`src/rtl/uart_tx_scheduler.sv`:
```
// Round-robin UART transmit scheduler: arbitrates NUM_REQ byte requesters, one frame per grant,
// and serializes the frame onto tx_o. Optional even parity bit with UART_TX_SCHED_PARITY_EN.
module uart_tx_scheduler #(
  parameter int unsigned NUM_REQ      = 4,
  parameter int unsigned DATA_WIDTH   = 8,
  parameter int unsigned CLKS_PER_BIT = 16,
  parameter int unsigned ID_W         = $clog2(NUM_REQ)
) (
  input  logic                          clk,
  input  logic                          rst_n,
  input  logic [NUM_REQ-1:0]            req_valid_i,
  input  logic [NUM_REQ*DATA_WIDTH-1:0] req_data_i,
  output logic [NUM_REQ-1:0]            req_ready_o,
  output logic                          tx_o,
  output logic                          busy_o,
  output logic [ID_W-1:0]               grant_id_o,
  output logic                          frame_done_o
);

  localparam int unsigned CW = $clog2(CLKS_PER_BIT);
  localparam int unsigned BW = $clog2(DATA_WIDTH + 1);
  localparam logic [CW-1:0] BAUD_TC = CW'(CLKS_PER_BIT - 1);
  localparam logic [BW-1:0] BIT_TC  = BW'(DATA_WIDTH - 1);

`ifdef UART_TX_SCHED_PARITY_EN
  typedef enum logic [2:0] {S_IDLE, S_START, S_DATA, S_PARITY, S_STOP} state_t;
`else
  typedef enum logic [2:0] {S_IDLE, S_START, S_DATA, S_STOP} state_t;
`endif

  state_t                  state;
  logic [ID_W-1:0]         rr;
  logic [CW-1:0]           baud;
  logic [BW-1:0]           bit_cnt;
  logic [DATA_WIDTH-1:0]   shreg;
`ifdef UART_TX_SCHED_PARITY_EN
  logic                    par;
`endif

  logic [DATA_WIDTH-1:0]   req_data [NUM_REQ];
  logic                    gnt_valid;
  logic [ID_W-1:0]         gnt_idx;
  logic [ID_W-1:0]         rr_next;
  logic [DATA_WIDTH-1:0]   gnt_data;
  logic [NUM_REQ-1:0]      gnt_onehot;
  logic [ID_W:0]           probe;

  for (genvar k = 0; k < NUM_REQ; k++) begin : g_unpack
    assign req_data[k] = req_data_i[k*DATA_WIDTH +: DATA_WIDTH];
  end

  // Search starts at the rr pointer and wraps modulo NUM_REQ (not necessarily a power of two).
  always_comb begin
    gnt_valid = 1'b0;
    gnt_idx   = '0;
    probe     = '0;
    for (int unsigned i = 0; i < NUM_REQ; i++) begin
      probe = {1'b0, rr} + (ID_W+1)'(i);
      if (probe >= (ID_W+1)'(NUM_REQ))
        probe = probe - (ID_W+1)'(NUM_REQ);
      if (!gnt_valid && req_valid_i[probe[ID_W-1:0]]) begin
        gnt_valid = 1'b1;
        gnt_idx   = probe[ID_W-1:0];
      end
    end
    gnt_data   = req_data[gnt_idx];
    gnt_onehot = gnt_valid ? (NUM_REQ'(1) << gnt_idx) : '0;
    rr_next    = (gnt_idx == ID_W'(NUM_REQ - 1)) ? '0 : gnt_idx + 1'b1;
  end

  assign req_ready_o = (state == S_IDLE) ? gnt_onehot : '0;

  always_ff @(posedge clk or negedge rst_n) begin
    if (!rst_n) begin
      state        <= S_IDLE;
      rr           <= '0;
      baud         <= '0;
      bit_cnt      <= '0;
      shreg        <= '0;
`ifdef UART_TX_SCHED_PARITY_EN
      par          <= 1'b0;
`endif
      tx_o         <= 1'b1;
      busy_o       <= 1'b0;
      grant_id_o   <= '0;
      frame_done_o <= 1'b0;
    end else begin
      frame_done_o <= 1'b0;
      case (state)
        S_IDLE: begin
          if (gnt_valid) begin
            state      <= S_START;
            shreg      <= gnt_data;
`ifdef UART_TX_SCHED_PARITY_EN
            par        <= ^gnt_data;
`endif
            grant_id_o <= gnt_idx;
            rr         <= rr_next;
            baud       <= '0;
            tx_o       <= 1'b0;
            busy_o     <= 1'b1;
          end
        end
        S_START: begin
          if (baud == BAUD_TC) begin
            state   <= S_DATA;
            baud    <= '0;
            bit_cnt <= '0;
            tx_o    <= shreg[0];
            shreg   <= shreg >> 1;
          end else begin
            baud <= baud + 1'b1;
          end
        end
        S_DATA: begin
          if (baud == BAUD_TC) begin
            baud <= '0;
            if (bit_cnt == BIT_TC) begin
`ifdef UART_TX_SCHED_PARITY_EN
              state <= S_PARITY;
              tx_o  <= par;
`else
              state <= S_STOP;
              tx_o  <= 1'b1;
`endif
            end else begin
              bit_cnt <= bit_cnt + 1'b1;
              tx_o    <= shreg[0];
              shreg   <= shreg >> 1;
            end
          end else begin
            baud <= baud + 1'b1;
          end
        end
`ifdef UART_TX_SCHED_PARITY_EN
        S_PARITY: begin
          if (baud == BAUD_TC) begin
            state <= S_STOP;
            baud  <= '0;
            tx_o  <= 1'b1;
          end else begin
            baud <= baud + 1'b1;
          end
        end
`endif
        S_STOP: begin
          if (baud == BAUD_TC) begin
            state        <= S_IDLE;
            baud         <= '0;
            busy_o       <= 1'b0;
            frame_done_o <= 1'b1;
          end else begin
            baud <= baud + 1'b1;
          end
        end
        default: state <= S_IDLE;
      endcase
    end
  end

endmodule
```
`config.mk`:
```
export PLATFORM = sky130hd
export DESIGN_NAME = uart_tx_scheduler
export DESIGN_NICKNAME = d
export VERILOG_FILES = /design/src/rtl/uart_tx_scheduler.sv
export SDC_FILE = /design/constraint.sdc
export NUM_CORES = 1
export LEC_CHECK = 0
export ABC_AREA = 1
export ABC_CLOCK_PERIOD_IN_PS = 2100
export CAP_MARGIN = 20
export CORE_AREA = 2 2 67 69
export DETAILED_ROUTE_END_ITERATION = 8
export DIE_AREA = 0 0 69 71
export GPL_TIMING_DRIVEN = 0
export HOLD_SLACK_MARGIN = 0.15
export PLACE_DENSITY = 0.74
export REMOVE_ABC_BUFFERS = 1
export SETUP_SLACK_MARGIN = 0.1
export SYNTH_ARGS = -nofsm -noshare
export SYNTH_HDL_FRONTEND = slang
export SYNTH_SLANG_ARGS = --single-unit
```
`constraint.sdc`:
```
create_clock -name clk -period 2.1 [get_ports clk]
set_input_delay 0.315 -clock clk [delete_from_list [all_inputs] [get_ports clk]]
set_output_delay 0.315 -clock clk [all_outputs]
set_load 0.02 [all_outputs]
```
==> impl_metrics.yaml, run 1 <==
run_status:
  status: "finished with violations"
  violations: "negative setup slack"
synth:
  yosys.area.top_type: "dfrtp_1"
  yosys.area_share.xor_xnor_pct: 0.878
  synthMuxAreaShare_pct: 0
  synth_edf_count: 0
  synthTopCellsByArea: "dfrtp_1 (30%), nand2_1 (17%), inv_1 (9.2%), nand3_1 (8.8%), nor2_1 (6.0%)"
  syn_inst: 303
  synth_common_cells: "nand2_1 (88), inv_1 (49), nand3_1 (35)"
  ys_seq_area_share_pct: 31.4
  ys_types: 32
  synthArstFlopShare_pct: 100
  synth_fa_ha_area_share_pct: 5.02
  yosys_register_bits: 25
  ys_warn_count: 0
  synth_compound_area_share_pct: 5.90
  synth.top_cell.area_share_pct: 30.1
  ys.flop_type: "dfrtp_1"
  synth-simple-area-share_pct: 43.4
  syn_area_sq_um: 1990
  synth_top_family_by_area: "simple AND/OR/NAND/NOR gates"
  postSynthAreaPerCell_sq_um: 6.58
  synth_most_common_cell: "nand2_1"
routing:
  wl_per_cell_um: 15.1
  drt_pass1_iterations: 4
  routed_wl_um: 6420
  drt_drc_violations_left: 0
  vias: 2307
  via_per_inst: 5.42
  drt_iter0_drc: 153
  ant_nets: 0
clock_network:
  cts_tree: "built"
  postCtsHoldBufs: 0
  cts-root-buf: "clkbuf_8"
  numCtsBuffers: 3
  cts_sinks: 25
  clockBufferDepth: 2
  clock_latency_ps: 260
  path_clk_slew_ps: 90
  h-tree-depth: 1
sta:
  rsz0062_at_grt: "yes"
  max_freq_mhz: 404
  finalSetupViolCount: 21
  layout_setup_ws_ps: -373
  relSlewSlack_pct: 62.2
  min_period_ps: 2470
  worstMarginPinSlew_ps: 568
  hold_viol: 0
  fin_crit_sh_pct: 118
  slew_viol_final: 0
  final.setup_skew_ps: 2.76
setup_path:
  crit_type: "flip-flop to output pin"
  critical_path_depth: 14
  crit_fanout: 6
  worstPathArrival_ps: 2160
  crit_chain: "clkinv_4 -> buf_6 -> nand2_1 -> nand2_1 -> nand2_1 -> nand2_2 -> nor2_4 -> nand3_4 -> nand3_4 -> inv_4 -> nor2_4 -> inv_2 -> nor2_1 -> buf_4"
  crit_path_end_kind: "output pin"
  cpMostUsedCell: "nand2_1"
  cp_num_buf_inv: 5
  r2r_cells: 17
  cpLargestDelayFamily: "simple AND/OR/NAND/NOR gates"
  required_ps: 1780
  cp-start-kind: "flip-flop"
  cpPeakStageDelay_ps: 450
  cp_slowest_cell: "dfrtp_2"
floorplanning:
  core_area_sq_um: 4200
  die_w_um: 69
  die-area_sq_um: 4900
  io_pins: 47
  initial_core_util_pct: 47.4
  std_cell_rows: 24
  fp.dieH_um: 71
placement:
  hpwl_um: 3390
  port_buffers: 46
  place_worst_setup_slack_ps: -1120
  dpl.cell_count: 393
  gp_congestion: 0.804
final_layout:
  diodes: 0
  fin_util_pct: 74.6
  instances_no_fill: 426
  drive_gt1_share_pct: 29.9
  regArea_sq_um: 629
  multi_input_area_sq_um: 1410
  area_growth_pct: 57.3
  nFillCells: 284
  layout.nets: 421
grt:
  grt_pass1_vias: 1969
  track_usage_pct: 20.2
  overflow: 0
  antenna_found_initial: 0
  grt_pass1_wl_um: 8390
  grt_start_max_net_pins: 19
flow_run:
  cap_viol_max_count: 0
hold_path:
  hp-class: "primary input to async pin"
## area by class of cell
class / count / share of cell area (%)
Tap cell: 52 / 2.07
Sequential cell: 25 / 20.1
Multi-Input combinational cell: 216 / 44.8
Timing Repair Buffer: 75 / 24.6
Clock inverter: 1 / 0.159
Clock buffer: 3 / 1.32
Inverter: 54 / 7.02
## worst register-to-register path: stages (launching register included)
cell and delay, ps:
dfrtp_2 450, clkinv_4 110, buf_6 150, nand2_1 60, nand2_1 60, nand2_1 80, nand2_2 80, nor2_4 150
nand3_4 120, buf_6 150, nand2_8 70, buf_12 120, buf_6 90, buf_8 110, nand2_8 70, buf_4 170
buf_4 120, o22ai_1 110
## layer usage
metal  vias to the layer above  global-route usage (%)  share of wire (%)
met5                         -                       0                  0
met4                         0                    3.92                1.5
met3                        12                    3.99                3.9
met2                        65                    36.0                 52
met1                      1124                    25.5                 42
li1                       1106                       -                  -
## flip-flops by register name, indices dropped and copies added, names as in the netlist
name,flops
baud,4
shreg,8
busy_o,1
state,2
rr,2
tx_o,1
frame_done_o,1
bit_cnt,4
grant_id_o,2
## final timing paths
check                                      from                     end  slack [ps]
setup reg to reg              rr[0]$_DFFE_PN0P_     baud[2]$_DFFE_PN0P_        -270
setup / recovery              rr[0]$_DFFE_PN0P_          req_ready_o[0]        -370
min in group clk           shreg[0]$_DFFE_PN0P_    shreg[0]$_DFFE_PN0P_         490
hold / removal                            rst_n  bit_cnt[0]$_DFFE_PN0P_         370
max in group asynchronous                 rst_n       rr[1]$_DFFE_PN0P_        1260
hold reg to reg            shreg[0]$_DFFE_PN0P_    shreg[0]$_DFFE_PN0P_         490
## repair_timing
item                                    4_1_cts  5_1_grt
setup buffers                                11       18
resized for setup                            40       91
endpoints found under the setup margin       19       18
pin swaps                                     8       23
cloned                                        0        1
hold endpoints to repair                      0        0
## layout by cell type, fill, tap and decap left out, types with 2 or more instances in the layout
master           Yosys  routed
nand2_2              4      18
ha_1                 8       6
nand3_1             35      29
o21ai_0             12       8
nand4_4              1       2
a21oi_1              3       3
ha_2                 0       2
xnor2_1              2       2
nand2_4              2      11
nand3_4              2       5
clkinv_4             0       2
nand3_2              2       5
dfrtp_1             24      22
o21ai_2              0       2
nor2_2               1       7
inv_1               49      45
dfrtp_2              0       2
o21ai_1              0       2
nor2_1              32      24
buf_4                1      17
clkbuf_8             0       3
nand4_1             14      14
buf_12               0       2
nor2_4               1       3
nand2_1             88      62
nand2_8              0       3
clkdlybuf4s50_1      0      40
dlymetal6s2s_1       0       2
inv_4                0       3
buf_6                2      12
inv_2                3       4
## cell families after synthesis
group	Yosys count
buf+inv	63
flops	25
compound gates	21
xor+xnor	2
simple gates	184
fa+ha+maj	8
## through the flow
step	hold slack, ps	setup TNS [ps]	instance area, sq um
floorplan	19.4	-630	1940
global placement	463	-7620	2460
detailed placement	465	-8310	2490
CTS	367	-906	2670
global route	389	-6030	3140
finish	374	-4350	3140
Power of run 1 is not shown: default switching activity piles up to over one toggle a cycle in this logic, so the estimate is an artifact.
==> inputs of run 2 (changes only) <==
- SLEW_MARGIN: unset -> 20
==> run 2 against run 1 <==
The flow still finishes with violations (negative setup slack). Non-clock buffer count down 3. Global-route usage up 1.9 points. Worst hold slack better by 110 ps. First-iteration DRC count up 25%. Clock-buffer cell count up 1. Flip-flop and latch count unchanged. Fmax up 1.2%. Critical path type unchanged. Largest cell class unchanged.
==> impl_metrics.yaml, run 2 (synthesis results as in run 1) <==
clock_network:
  clock_latency_ps: 260
  h-tree-depth: 1
  numCtsBuffers: 3
  cts-root-buf: "clkbuf_8"
  path_clk_slew_ps: 90
  cts_sinks: 25
  cts_tree: "built"
  clockBufferDepth: 2
placement:
  place_worst_setup_slack_ps: -1100
  dpl-instance-area_sq_um: 2460
  gp_congestion: 0.804
  hpwl_um: 3360
  port_buffers: 46
power_and_ir_drop:
  leakage_nw: 1.51
  p_per_area_nw_per_um2: 1960
  power_mw: 5.83
  peakVddDrop_uv: 912
grt:
  grt_pass1_vias: 1998
  track_usage_pct: 22.0
  grt_pass1_wl_um: 9030
  antenna_found_initial: 0
  grt_start_max_net_pins: 26
  overflow: 0
final_layout:
  area_growth_pct: 49.2
  multi_input_area_sq_um: 1340
  layout.nets: 418
  diodes: 0
  nFillCells: 339
  fin_util_pct: 70.8
  largest_reg_flops: 8
  final_common_cell: "nand2_1"
  regArea_sq_um: 631
  top_regs: "shreg x8, baud x4, bit_cnt x4"
  drive_gt1_share_pct: 26.1
  layout_common_cells: "nand2_1 (67), inv_1 (45), clkdlybuf4s50_1 (41)"
  largest-register: "shreg"
  fin_area_sq_um: 2980
hold_path:
  hp-class: "flip-flop to flip-flop"
  min_from: "shreg[0]$_DFFE_PN0P_"
floorplanning:
  die_w_um: 69
  fp.dieH_um: 71
  initial_core_util_pct: 47.4
  core_area_sq_um: 4200
  die-area_sq_um: 4900
  io_pins: 47
  std_cell_rows: 24
setup_path:
  crit_fanout: 6
  cp-startpoint: "rr[0]$_DFFE_PN0P_"
  r2r-start: "rr[0]$_DFFE_PN0P_"
  crit_type: "flip-flop to output pin"
  worstPathArrival_ps: 2130
  cp-start-kind: "flip-flop"
  crit_path_end_kind: "output pin"
  required_ps: 1780
  timing.reg2reg.setup_slack_ps: -90
sta:
  max_freq_mhz: 409
  final.setup_skew_ps: 2.09
  relSlewSlack_pct: 62.0
  worstMarginPinSlew_ps: 570
  min_period_ps: 2440
  fin_crit_sh_pct: 116
  finalSetupViolCount: 12
  rsz0062_at_grt: "yes"
  layout_setup_ws_ps: -344
  slew_viol_final: 0
  hold_viol: 0
routing:
  drt_iter0_drc: 192
  dr_wl_met3_um: 495
  wl_per_cell_um: 15.2
  vias: 2370
  routed.top_layer: "met4"
  via_per_inst: 5.60
  ant_nets: 0
  drt_drc_violations_left: 0
  routed_wl_um: 6440
  wl_met1_um: 2450
  wl_met2_um: 3220
  drt_pass1_iterations: 5
run_status:
  status: "finished with violations"
  violations: "negative setup slack"
flow_run:
  cap_viol_max_count: 0
-- run 2: per-layer routing --
layer  global-route usage, %  vias to the layer above
li1                        -                     1098
met5                       0                        -
met1                    27.9                     1112
met3                    4.84                       34
met2                    38.9                      126
met4                    4.58                        0
-- run 2: final timing paths --
path	depth (start not counted)	endpoint
worst max-delay path	15	req_ready_o[3]
worst min-delay path	2	shreg[0]$_DFFE_PN0P_
worst max register to register	16	shreg[3]$_DFFE_PN0P_
worst min register to register	2	shreg[0]$_DFFE_PN0P_
max in group asynchronous	2	state[1]$_DFFE_PN0P_
min in group asynchronous	2	frame_done_o$_DFF_PN0_
-- run 2: area by class of cell --
| type | instances | share of cell area, % |
|---|---|---|
| clock buffer | 4 | 1.51 |
| inverter | 54 | 7.31 |
| multi-input combinational | 216 | 45.0 |
| sequential | 25 | 21.2 |
| tap | 52 | 2.19 |
| timing repair buffer | 72 | 22.8 |
-- run 2: per-stage QoR --
stage | setup TNS, ps | hold slack (ps) | cells
after global routing | -3370 | 510 | 423
after floorplan | -630 | 19.4 | 294
final | -1950 | 486 | 423
after global placement | -7620 | 463 | 392
after CTS | -842 | 488 | 412
after detailed placement | -8210 | 338 | 392
-- run 2: power by group --
| group | internal, mW | switching [mW] | leakage (nW) |
|---|---|---|---|
| clock | 0.136 | 0.148 | 0.0228 |
| combinational | 1.85 | 2.80 | 1.18 |
| sequential | 0.717 | 0.180 | 0.308 |
| total | 2.70 | 3.12 | 1.51 |
-- run 2: repair_timing --
action	in CTS	in global routing
setup endpoints to repair	19	18
gates cloned	0	1
endpoints found under the hold margin	24	0
setup buffers	15	10
hold buffers	1	0
gates resized for setup	51	50
pin swaps	14	17
-- run 2: worst max-delay path, stage by stage (launching register included) --
cell and delay [ps]:
dfrtp_2 480, clkinv_4 120, buf_6 150, nand2_4 60, nand2_2 60, nand2_2 70
nand2_2 70, nand2_4 100, nand2_4 60, nand2_4 80, nand3_4 110, inv_4 120
ha_4 140, inv_2 30, nor2_1 70, buf_4 140
Power figures use the tool's default switching activity.
